===== src/rtl/mem_arb_pkg.sv =====
// Shared definitions for the two-master memory arbiter: FSM states, grant codes,
// default memory latency and the latched request record.
package mem_arb_pkg;

    localparam int MEM_LAT_DEFAULT = 2;
    localparam int CNT_W           = 3;

    typedef enum logic [1:0] {
        ST_IDLE = 2'd0,
        ST_BUSY = 2'd1,
        ST_RESP = 2'd2
    } state_e;

    typedef enum logic [1:0] {
        GNT_NONE = 2'b00,
        GNT_CPU  = 2'b01,
        GNT_DMA  = 2'b10
    } grant_e;

    typedef struct packed {
        logic        we;
        logic [31:0] addr;
        logic [31:0] wdata;
    } mem_req_t;

endpackage


===== src/rtl/arb_select.sv =====
// Combinational winner selection between CPU and DMA requests.
// ARB_ROUND_ROBIN_EN: ties go to the master not granted last; otherwise CPU wins ties.
module arb_select
    import mem_arb_pkg::*;
(
    input  logic   cpu_req_i,
    input  logic   dma_req_i,
    input  logic   last_dma_i,
    output grant_e grant_o
);

`ifdef ARB_ROUND_ROBIN_EN
    always_comb begin
        grant_o = GNT_NONE;
        if (cpu_req_i && dma_req_i) begin
            grant_o = last_dma_i ? GNT_CPU : GNT_DMA;
        end else if (cpu_req_i) begin
            grant_o = GNT_CPU;
        end else if (dma_req_i) begin
            grant_o = GNT_DMA;
        end
    end
`else
    // Fixed priority has no history, so the last-grant input is intentionally ignored.
    logic unused_last_dma;
    assign unused_last_dma = last_dma_i;

    always_comb begin
        grant_o = GNT_NONE;
        if (cpu_req_i) begin
            grant_o = GNT_CPU;
        end else if (dma_req_i) begin
            grant_o = GNT_DMA;
        end
    end
`endif

endmodule


===== src/rtl/mem_arbiter.sv =====
// Two-master (CPU/DMA) single-port memory arbiter, one transaction in flight.
// ARB_ROUND_ROBIN_EN selects alternating tie-break; default is CPU priority.
module mem_arbiter
    import mem_arb_pkg::*;
#(
    parameter int MEM_LAT = MEM_LAT_DEFAULT
) (
    input  logic        iCLK,
    input  logic        iRST,
    input  logic        iCpuReq,
    input  logic        iCpuWe,
    input  logic [31:0] iCpuAddr,
    input  logic [31:0] iCpuWData,
    output logic [31:0] oCpuRData,
    output logic        oCpuReady,
    input  logic        iDmaReq,
    input  logic        iDmaWe,
    input  logic [31:0] iDmaAddr,
    input  logic [31:0] iDmaWData,
    output logic [31:0] oDmaRData,
    output logic        oDmaReady,
    output logic [31:0] oMemAddr,
    output logic [31:0] oMemWData,
    output logic        oMemWe,
    output logic        oMemRe,
    input  logic [31:0] iMemRData,
    output logic [1:0]  oGrant
);

    state_e           state_q, state_d;
    logic [CNT_W-1:0] cnt_q, cnt_d;
    grant_e           gnt_q, gnt_d;
    mem_req_t         req_q, req_d;
    logic             mem_we_q, mem_we_d;
    logic             mem_re_q, mem_re_d;
    logic [31:0]      mem_addr_q, mem_addr_d;
    logic [31:0]      mem_wdata_q, mem_wdata_d;
    logic             cpu_rdy_q, cpu_rdy_d;
    logic             dma_rdy_q, dma_rdy_d;
    logic [31:0]      cpu_rdata_q, cpu_rdata_d;
    logic [31:0]      dma_rdata_q, dma_rdata_d;
    logic             last_dma;
    grant_e           sel;
    mem_req_t         win;

`ifdef ARB_ROUND_ROBIN_EN
    logic last_dma_q, last_dma_d;
    assign last_dma = last_dma_q;
`else
    assign last_dma = 1'b0;
`endif

    arb_select u_arb_select (
        .cpu_req_i  (iCpuReq),
        .dma_req_i  (iDmaReq),
        .last_dma_i (last_dma),
        .grant_o    (sel)
    );

    always_comb begin
        if (sel == GNT_DMA) begin
            win.we    = iDmaWe;
            win.addr  = iDmaAddr;
            win.wdata = iDmaWData;
        end else begin
            win.we    = iCpuWe;
            win.addr  = iCpuAddr;
            win.wdata = iCpuWData;
        end
    end

    // All outputs are registered, so each branch computes what the next cycle shows.
    always_comb begin
        state_d     = state_q;
        cnt_d       = cnt_q;
        gnt_d       = gnt_q;
        req_d       = req_q;
        mem_we_d    = 1'b0;
        mem_re_d    = 1'b0;
        mem_addr_d  = '0;
        mem_wdata_d = '0;
        cpu_rdy_d   = 1'b0;
        dma_rdy_d   = 1'b0;
        cpu_rdata_d = '0;
        dma_rdata_d = '0;
`ifdef ARB_ROUND_ROBIN_EN
        last_dma_d  = last_dma_q;
`endif
        case (state_q)
            ST_IDLE: begin
                if (sel != GNT_NONE) begin
                    state_d     = ST_BUSY;
                    gnt_d       = sel;
                    req_d       = win;
                    cnt_d       = CNT_W'(MEM_LAT);
                    mem_we_d    = win.we;
                    mem_re_d    = ~win.we;
                    mem_addr_d  = win.addr;
                    mem_wdata_d = win.wdata;
`ifdef ARB_ROUND_ROBIN_EN
                    last_dma_d  = (sel == GNT_DMA);
`endif
                end
            end
            ST_BUSY: begin
                cnt_d = cnt_q - CNT_W'(1);
                if (cnt_q == CNT_W'(1)) begin
                    state_d   = ST_RESP;
                    cpu_rdy_d = (gnt_q == GNT_CPU);
                    dma_rdy_d = (gnt_q == GNT_DMA);
                    if (!req_q.we) begin
                        if (gnt_q == GNT_CPU) begin
                            cpu_rdata_d = iMemRData;
                        end else begin
                            dma_rdata_d = iMemRData;
                        end
                    end
                end else begin
                    mem_re_d    = ~req_q.we;
                    mem_addr_d  = req_q.addr;
                    mem_wdata_d = req_q.wdata;
                end
            end
            ST_RESP: begin
                state_d = ST_IDLE;
                gnt_d   = GNT_NONE;
                cnt_d   = '0;
            end
            default: begin
                state_d = ST_IDLE;
                gnt_d   = GNT_NONE;
                cnt_d   = '0;
            end
        endcase
    end

    always_ff @(posedge iCLK) begin
        if (iRST) begin
            state_q     <= ST_IDLE;
            cnt_q       <= '0;
            gnt_q       <= GNT_NONE;
            req_q       <= '0;
            mem_we_q    <= 1'b0;
            mem_re_q    <= 1'b0;
            mem_addr_q  <= '0;
            mem_wdata_q <= '0;
            cpu_rdy_q   <= 1'b0;
            dma_rdy_q   <= 1'b0;
            cpu_rdata_q <= '0;
            dma_rdata_q <= '0;
`ifdef ARB_ROUND_ROBIN_EN
            last_dma_q  <= 1'b1;
`endif
        end else begin
            state_q     <= state_d;
            cnt_q       <= cnt_d;
            gnt_q       <= gnt_d;
            req_q       <= req_d;
            mem_we_q    <= mem_we_d;
            mem_re_q    <= mem_re_d;
            mem_addr_q  <= mem_addr_d;
            mem_wdata_q <= mem_wdata_d;
            cpu_rdy_q   <= cpu_rdy_d;
            dma_rdy_q   <= dma_rdy_d;
            cpu_rdata_q <= cpu_rdata_d;
            dma_rdata_q <= dma_rdata_d;
`ifdef ARB_ROUND_ROBIN_EN
            last_dma_q  <= last_dma_d;
`endif
        end
    end

    assign oCpuRData = cpu_rdata_q;
    assign oCpuReady = cpu_rdy_q;
    assign oDmaRData = dma_rdata_q;
    assign oDmaReady = dma_rdy_q;
    assign oMemAddr  = mem_addr_q;
    assign oMemWData = mem_wdata_q;
    assign oMemWe    = mem_we_q;
    assign oMemRe    = mem_re_q;
    assign oGrant    = gnt_q;

endmodule


===== config.mk =====
export PLATFORM = sky130hd
export DESIGN_NAME = mem_arbiter
export DESIGN_NICKNAME = d
export VERILOG_FILES = /design/src/rtl/mem_arb_pkg.sv /design/src/rtl/arb_select.sv /design/src/rtl/mem_arbiter.sv
export SDC_FILE = /design/constraint.sdc
export NUM_CORES = 1
export LEC_CHECK = 0
export BUFFER_PORTS_ARGS = -buffer_cell sky130_fd_sc_hd__buf_2
export CAP_MARGIN = 15
export CORE_MARGIN = 1.5
export CORE_UTILIZATION = 52
export DETAILED_ROUTE_END_ITERATION = 10
export HOLD_SLACK_MARGIN = 0.03
export PLACE_DENSITY_LB_ADDON = 0.3
export SLEW_MARGIN = 20
export SYNTH_ARGS = -nofsm -noshare
export SYNTH_HDL_FRONTEND = slang
export SYNTH_SLANG_ARGS = --single-unit

===== constraint.sdc =====
create_clock -name iCLK -period 2.3 [get_ports iCLK]
set_input_delay 0.46 -clock iCLK [delete_from_list [all_inputs] [get_ports iCLK]]
set_output_delay 0.46 -clock iCLK [all_outputs]
set_load 0.005 [all_outputs]

==> results of run 1 <==
## worst paths after layout
kind / start / slack [ps] / endpoint / depth (start not counted)
hold reg to reg: req_q[56] / 450 / req_q[56] / 1
setup / recovery: state_q[1] / 460 / oMemWData[25] / 4
hold / removal: iMemRData[16] / 180 / oDmaRData[16] / 2
setup reg to reg: state_q[1] / 460 / oMemWData[25] / 4
## where the power goes
part | total [mW] | internal (mW) | switching [mW]
clock | 3.45 | 2.11 | 1.34
combinational | 0.850 | 0.419 | 0.432
sequential | 3.85 | 3.76 | 0.0916
total | 8.15 | 6.29 | 1.86
## cell type report
class	instances	area share [%]
multi-input cells	378	29.6
clock buffers	30	6.35
flip-flops and latches	204	41.8
clock inverters	8	1.06
repair buffers	312	16.7
inverters	55	2.12
well taps	180	2.31
## kinds of logic after synthesis
kind of cell | count (synthesis) | synth area share, %
AO/OA/AOI/OAI | 204 | 23.9
flip-flops | 204 | 55.2
AND/OR/NAND/NOR | 171 | 14.4
buffers and inverters | 102 | 5.92
adder cells (fa/ha/maj) | 2 | 0.338
multiplexers | 1 | 0.135
## flip-flops by register name, indices dropped and copies added (netlist names)
register / flops
oDmaReady: 1
oMemWe: 1
oGrant: 2
state_q: 2
oMemRe: 1
oCpuRData: 32
oMemAddr: 32
cnt_q: 3
req_q: 65
oDmaRData: 32
oMemWData: 32
oCpuReady: 1
## metal layers
| metal | share of wire [%] | vias up |
|---|---|---|
| li1 | - | 2898 |
| met4 | 3.2 | 0 |
| met1 | 40 | 2668 |
| met3 | 8.2 | 41 |
| met2 | 48 | 233 |
| met5 | 0 | - |
## layout by cell type, fill, tap and decap left out, drive strengths merged, types with 2 or more instances in the layout
cell,synthesis,final
buf,25,312
dfxtp,204,204
a21o,129,129
and2,64,64
inv,55,57
nor2b,53,53
a2111oi,49,49
clkbuf,22,30
a21oi,19,19
nand2,16,16
nand3b,16,16
nor2,8,8
nor3,4,4
a211oi,3,3
nand2b,3,3
clkinv,0,3
or2,2,2
ha,2,2
bufinv,0,2
## per-stage QoR
stage | std cells | util, % | area (sq um)
6_report | 1167 | 70.3 | 9760
5_1_grt | 1167 | 70.3 | 9760
4_1_cts | 1167 | 70.3 | 9760
3_5_place_dp | 1129 | 65.1 | 9040
3_3_place_gp | 1129 | 65.1 | 9040
2_1_floorplan | 684 | - | 7400
==> results.ini, run 1 <==
[route]
routedWlPerCell_um = 14.8
drtAntennaViolNets = 0
firstDrtPassIters = 7
vias = 5840
first_iter_violations = 248
finalWirelength_um = 17300
drcViolationCount = 0
vias_per_cell = 5.00

[floorplanning]
initial_core_util_pct = 53.3
die_w_um = 122
die_area_sq_mm = 0.0149
num_rows = 43
core_sq_mm = 0.0139
pin_count = 300
die_y_um = 122

[yosys]
synth.most_common_cell = dfxtp_1
yosys_warnings = 0
synthFlopType = dfxtp_1
synth.area.top_cells = dfxtp_1 (55%), a21o_1 (13%), a2111oi_2 (6.9%)
ys_seq_area_share_pct = 55.2
netlist_area_sq_mm = 0.00740
post_synth_inst_count = 684
async_flop_share_pct = 0
yosysTopAreaCellShare_pct = 55.2
syn_avg_cell_area_sq_um = 10.8
synth-seq-cells = 204
synth_top_cells_by_count = dfxtp_1 (204), a21o_1 (129), and2_1 (64), inv_1 (55), nor2b_1 (53)
syn-num-nets = 852
synth_top_cell_by_area = dfxtp_1
synth_edf_count = 0
yosysUniqueCellTypes = 34

[power]
power_mw = 8.15
p_leak_nw = 5.56
ir_drop_mv = 0.708
power_density_mw_per_mm2 = 835

[timing]
hold_viol_final = 0
finClkSkew_ps = 11.6
whs_ps = 181
setup_viol = 0
finalCritPeriodShare_pct = 80.0
fin_ws_ps = 459
min_period_ps = 1840
rsz0062_at_grt = false
maxSlewHeadroom_pct = 25.5
max_freq_mhz = 543
finalMaxSlewViolations = 0
setup-tns-final_ps = 0
worst_pin_slew_ps = 1110

[global_routing]
gr-total-overflow = 0
grtUsageMet2_pct = 38.8
grtUsageMet3_pct = 5.34
gr-max-usage-layer = met2
grt_pass1_wl_um = 26600
grt_max_degree = 66
track_usage_pct = 22.1
grtUsageMet1_pct = 26.6
antenna_found_initial = 0
grt_pass1_vias = 5512

[status]
status = complete, no violations

[critical_path]
crit_fanout = 65
worstPathCellList = or3_2, buf_12, a2111oi_0, a21o_1
required_ps = 2730
end_kind = register
crit_type = register to register
critical_path_arrival_ps = 2270
critical_path_buf_inv_count = 1
crit_family = compound AO/OA/AOI/OAI gates
max_stage_delay_ps = 540
start_kind = register
critPathSlowestCell = a2111oi_0

[clocking]
cts_root_buffer = clkbuf_16
path_clk_slew_ps = 60
clock_latency_ps = 480
htreeDepth = 1
clock_tree.buffer_depth = 3
cts_setup_buffers = 0
cts_tree = done
post_cts_resize_count = 0
ctsHoldBuffers = 0
clock-sinks = 204
numCtsBuffers = 21

[hold_path]
min_path_type = input port to register

[flow_run]
maxCapViolations = 0

[final_layout]
n_antenna_cell = 0
multi_input_area_sq_mm = 0.00289
area_delta_synth_final_pct = 32.0
fillers = 1081
drive_above_1_share_pct = 39.6
layout.nets = 1140
seqCellArea_sq_mm = 0.00408

[placed_design]
dp_hpwl_um = 11800
post-place-ws_ps = 70.9
io_buffers = 299
gp_congestion = 0.800

No activity file was read; power rests on OpenSTA's default activity.
==> run 2: changes to the inputs <==
Settings changed: CORE_UTILIZATION 52 to 43.
Clock period 2.3 ns to 1.55 ns, I/O delays scaled along.
==> results.ini, run 2 (synthesis gave the netlist of run 1 again) <==
[global_routing]
grt_max_degree = 47  ; -29%
antenna_found_initial = 3  ; +3
grt_pass1_wl_um = 28900  ; +8.4%
track_usage_pct = 19.9  ; -2.2 points
gr-total-overflow = 0  ; unchanged
grt_pass1_vias = 5841  ; +6.0%

[timing]
finClkSkew_ps = 10.0  ; -1.57 ps
finalCritPeriodShare_pct = 107  ; +27 points
rsz0062_at_grt = true
fin_ws_ps = -106  ; -565 ps
worst_pin_slew_ps = 1070  ; -39.9 ps
maxSlewHeadroom_pct = 28.2  ; +2.7 points
setup_viol = 109  ; +109
hold_viol_final = 0  ; unchanged
finalMaxSlewViolations = 0  ; unchanged
max_freq_mhz = 604  ; +11%
min_period_ps = 1660  ; -185 ps

[floorplanning]
die_y_um = 134  ; +9.7%
initial_core_util_pct = 44.3  ; -9.0 points
core_sq_mm = 0.0167  ; +20%
num_rows = 47  ; +9.3%
die_area_sq_mm = 0.0180  ; +20%
die_w_um = 134  ; +9.7%
pin_count = 300  ; unchanged

[critical_path]
start_kind = register
crit_type = register to register
required_ps = 1970  ; -760 ps
crit_fanout = 16  ; -75%
critical_path_arrival_ps = 2080  ; -190 ps
end_kind = register
r2r_slack_ps = -110  ; -570 ps

[status]
violations = negative setup slack
status = complete, but fails checks

[final_layout]
mostFrequentLayoutCell = buf_2
largest_register_ffs = 65  ; unchanged
area_delta_synth_final_pct = 47.2
largest-register = req_q
layout.nets = 1193  ; +4.6%
fin_util_pct = 65.2  ; -5.1 points
layout_common_cells = buf_2 (297), dfxtp_1 (202), a21o_1 (129)
drive_above_1_share_pct = 43.4  ; +3.7 points
fillers = 1310  ; +21%

[route]
drtAntennaViolNets = 0  ; unchanged
first_iter_violations = 232  ; -6.5%
firstDrtPassIters = 6  ; -1
vias = 6074  ; +4.0%
drcViolationCount = 0  ; unchanged
vias_per_cell = 4.82  ; -3.7%
routedWlPerCell_um = 16.1  ; +8.6%
finalWirelength_um = 20200  ; +17%

[clocking]
htreeDepth = 1  ; unchanged
cts_tree = done
path_clk_slew_ps = 60  ; about the same
cts_root_buffer = clkbuf_16
clock-sinks = 204  ; unchanged
clock_latency_ps = 480  ; about the same
numCtsBuffers = 21  ; unchanged
clock_tree.buffer_depth = 3  ; unchanged

[placed_design]
gp_congestion = 0.767  ; -4.2%
io_buffers = 299  ; unchanged
dp_hpwl_um = 13100  ; +11%
post-place-ws_ps = -284  ; -355 ps

[flow_run]
maxCapViolations = 0  ; unchanged

[hold_path]
min_path_type = input port to register

[power]
power_mw = 12.6  ; +54%
power_density_mw_per_mm2 = 1160  ; +38%
ir_drop_mv = 0.707  ; -0.10%
p_leak_nw = 5.96  ; +7.2%

-- run 2: layer usage --
layer	wire [um]	global-route usage (%)
met1	8430	23.8
met2	10200	36.1
met3	1310	4.72
met4	321	5.14
met5	13	0
-- run 2: cell type report --
| cell class | instances | area, sq um | area share [%] |
|---|---|---|---|
| flip-flops and latches | 204 | 4090 | 37.5 |
| well taps | 220 | 275 | 2.53 |
| diodes | 2 | 5.00 | 0.0460 |
| inverters | 55 | 206 | 1.90 |
| clock inverters | 10 | 156 | 1.44 |
| multi-input cells | 378 | 3280 | 30.1 |
| repair buffers | 365 | 2300 | 21.1 |
| clock buffers | 26 | 574 | 5.28 |
-- run 2: worst paths after layout --
| path | startpoint | to | cells past startpoint |
|---|---|---|---|
| max reg2reg | state_q[0] | oCpuRData[10] | 7 |
| max | state_q[0] | oCpuRData[10] | 7 |
| min reg2reg | req_q[13] | oMemWData[13] | 1 |
| min | iMemRData[18] | oDmaRData[18] | 2 |
-- run 2: repair_timing --
action	4_1_cts	5_1_grt
hold buffers	7	0
buffers inserted	0	7
pin swaps	0	18
endpoints found under the hold margin	9	0
gates cloned	0	10
resized for setup	3	59
endpoints found under the setup margin	192	158
-- run 2: stage by stage --
step | cell area [sq um] | hold slack (ps) | cells | setup TNS [ps]
floorplan | 7400 | 383 | 684 | 0
global placement | 9380 | 433 | 1198 | -34210
detailed placement | 9380 | 435 | 1198 | -36270
CTS | 10200 | 30.4 | 1241 | -3780
global route | 10900 | 41.0 | 1260 | -14550
finish | 10900 | 42.5 | 1260 | -7880
-- run 2: power breakdown --
part / switching [mW] / internal, mW / leakage (nW)
Sequential: 0.140 / 5.58 / 1.67
Clock: 1.98 / 3.29 / 0.360
Combinational: 0.774 / 0.817 / 3.93
-- run 2: worst max-delay path, cell delays in order (launching register included) --
cell and delay (ps):
dfxtp_2 350, buf_6 90, or3b_4 400, buf_4 160, nor4_4 130, buf_6 170, buf_12 140, and2_1 150
==> run 3: changes to the inputs <==
--- a/config.mk
+++ b/config.mk
@@ -9,5 +9,5 @@
 export CAP_MARGIN = 15
 export CORE_MARGIN = 1.5
-export CORE_UTILIZATION = 43
+export CORE_UTILIZATION = 36
 export DETAILED_ROUTE_END_ITERATION = 10
 export HOLD_SLACK_MARGIN = 0.03
==> constraint.sdc (replaced) <==
create_clock -name iCLK -period 1.55 [get_ports iCLK]
set_input_delay 0.0775 -clock iCLK [delete_from_list [all_inputs] [get_ports iCLK]]
set_output_delay 0.0775 -clock iCLK [all_outputs]
set_load 0.005 [all_outputs]
==> results.ini, run 3 (synthesis gave the netlist of run 1 again) <==
[route]
drcViolationCount = 0  ; unchanged
routedWlPerCell_um = 15.9  ; -0.80%
drtAntennaViolNets = 0  ; unchanged
vias = 6451  ; +6.2%
vias_per_cell = 4.63  ; -3.9%
first_iter_violations = 155  ; -33%
firstDrtPassIters = 4  ; -2
finalWirelength_um = 22200  ; +9.6%

[timing]
finalMaxSlewViolations = 0  ; unchanged
max_freq_mhz = 627  ; +3.9%
hold_viol_final = 0  ; unchanged
min_period_ps = 1590  ; -61.6 ps
rsz0062_at_grt = true
worst_pin_slew_ps = 1380  ; +303 ps
maxSlewHeadroom_pct = 7.96  ; -20 points
finClkSkew_ps = 6.62  ; -3.42 ps
fin_ws_ps = -44.5  ; +61.6 ps
finalCritPeriodShare_pct = 103  ; -4.0 points
setup_viol = 52  ; -52%

[final_layout]
fin_util_pct = 58.3  ; -6.9 points
largest-register = req_q
area_delta_synth_final_pct = 59.0
layout_common_cells = buf_2 (299), dfxtp_1 (202), a21o_1 (129)
largest_register_ffs = 65  ; unchanged
drive_above_1_share_pct = 41.5  ; -1.8 points
multi_input_area_sq_mm = 0.00339  ; +3.4%
seqCellArea_sq_mm = 0.00409  ; about the same
n_antenna_cell = 0  ; -2
mostFrequentLayoutCell = buf_2
layout.nets = 1275  ; +6.9%
fillers = 1672  ; +28%

[placed_design]
dp_hpwl_um = 13300  ; +1.9%
gp_congestion = 0.773  ; +0.83%
io_buffers = 299  ; unchanged

[power]
p_comb_share_pct = 13.9  ; +1.3 points
pwr-share-clk_pct = 40.3  ; -1.6 points
p_leak_nw = 6.26  ; +5.1%
netSwitchingFraction_pct = 24.4  ; +1.4 points
switching_power_mw = 3.05  ; +5.4%
p_seq_share_pct = 45.8  ; +0.3 points
p_int_mw = 9.44  ; -2.6%
power_density_mw_per_mm2 = 1060  ; -8.2%
power_mw = 12.5  ; -0.75%
ir_drop_mv = 0.732  ; +3.6%

[global_routing]
antenna_found_initial = 0  ; -3
grt_pass1_wl_um = 32100  ; +11%
grt_max_degree = 44  ; -6.4%
track_usage_pct = 18.6  ; -1.4 points
grt_pass1_vias = 6481  ; +11%
gr-total-overflow = 0  ; unchanged

[critical_path]
max_stage_delay_ps = 440  ; +40 ps
required_ps = 1980  ; about the same
critical_path_arrival_ps = 2030  ; -50 ps
critPathSlowestCell = or3b_4
critical_path_buf_inv_count = 2  ; -2
end_kind = register
crit_fanout = 8  ; -8
worstPathCellList = or3b_4, nor4b_4, buf_6, clkbuf_16, and2_1
crit_family = simple AND/OR/NAND/NOR gates
crit_type = register to register
start_kind = register

[floorplanning]
die_area_sq_mm = 0.0214  ; +19%
core_sq_mm = 0.0202  ; +21%
pin_count = 300  ; unchanged
die_w_um = 146  ; +9.1%
num_rows = 52  ; +11%
initial_core_util_pct = 36.7  ; -7.6 points
die_y_um = 146  ; +9.1%

[clocking]
clock_tree.buffer_depth = 3  ; unchanged
numCtsBuffers = 22  ; +4.8%
clock-sinks = 204  ; unchanged
htreeDepth = 1  ; unchanged
path_clk_slew_ps = 60  ; about the same
clock_latency_ps = 490  ; about the same
cts_root_buffer = clkbuf_16
cts_tree = done

[status]
status = complete, but fails checks
violations = negative setup slack

[hold_path]
min_path_type = input port to register

[flow_run]
maxCapViolations = 0  ; unchanged

run 3: repair_timing:
action | in CTS | in global routing
buffers inserted | 0 | 3
resized for setup | 4 | 86
gates cloned | 0 | 7
endpoints found under the hold margin | 171 | 0
setup endpoints to repair | 24 | 159
pin swaps | 0 | 41
hold buffers | 100 | 0
run 3: stage by stage:
step                      instances  TNS (ps)  setup WS, ps  area, sq um  hold slack [ps]
after floorplan                 684         0          85.4         7400              150
after global placement         1243      -892         -53.4         9410              288
after detailed placement       1243     -1300         -55.8         9410              294
after CTS                      1382      -230         -25.1        11100             32.8
after global routing           1392     -6160          -108        11800             46.6
final                          1392      -915         -44.5        11800             41.8
run 3: power by group through the flow:
stage | logic (mW) | registers, mW | clock network (mW)
5_1_grt | 1.90 | 5.76 | 5.40
3_3_place_gp | 1.37 | 5.82 | 0
2_1_floorplan | 0.706 | 5.83 | 0
4_1_cts | 1.59 | 5.72 | 5.17
3_5_place_dp | 1.38 | 5.83 | 0
6_report | 1.74 | 5.72 | 5.03
run 3: area by class of cell:
type                    count  area share [%]
well taps                 270            2.87
clock inverters             9           0.670
flip-flops and latches    204            34.8
clock buffers              30            5.20
inverters                  55            1.76
repair buffers            445            25.9
multi-input cells         379            28.8
run 3: metal layers:
metal	track usage (%)	routed length (um)
met5	0	0
met4	5.56	581
met3	4.53	1430
met2	33.9	11300
met1	21.4	8820
run 3: path summary, 6_finish.rpt:
check | from | endpoint | slack [ps] | cells after the start
worst max-delay path | state_q[0] | oDmaRData[25] | -40 | 5
worst min-delay path | iCpuWData[22] | oMemWData[22] | 40 | 4
worst max register to register | state_q[0] | oDmaRData[25] | -40 | 5
worst min register to register | req_q[26] | oMemWData[26] | 450 | 1
run 3: worst min-delay path: stages:
cell and delay, ps:
buf_2 100, nor2b_1 100, a2111oi_1 70, a21o_1 150
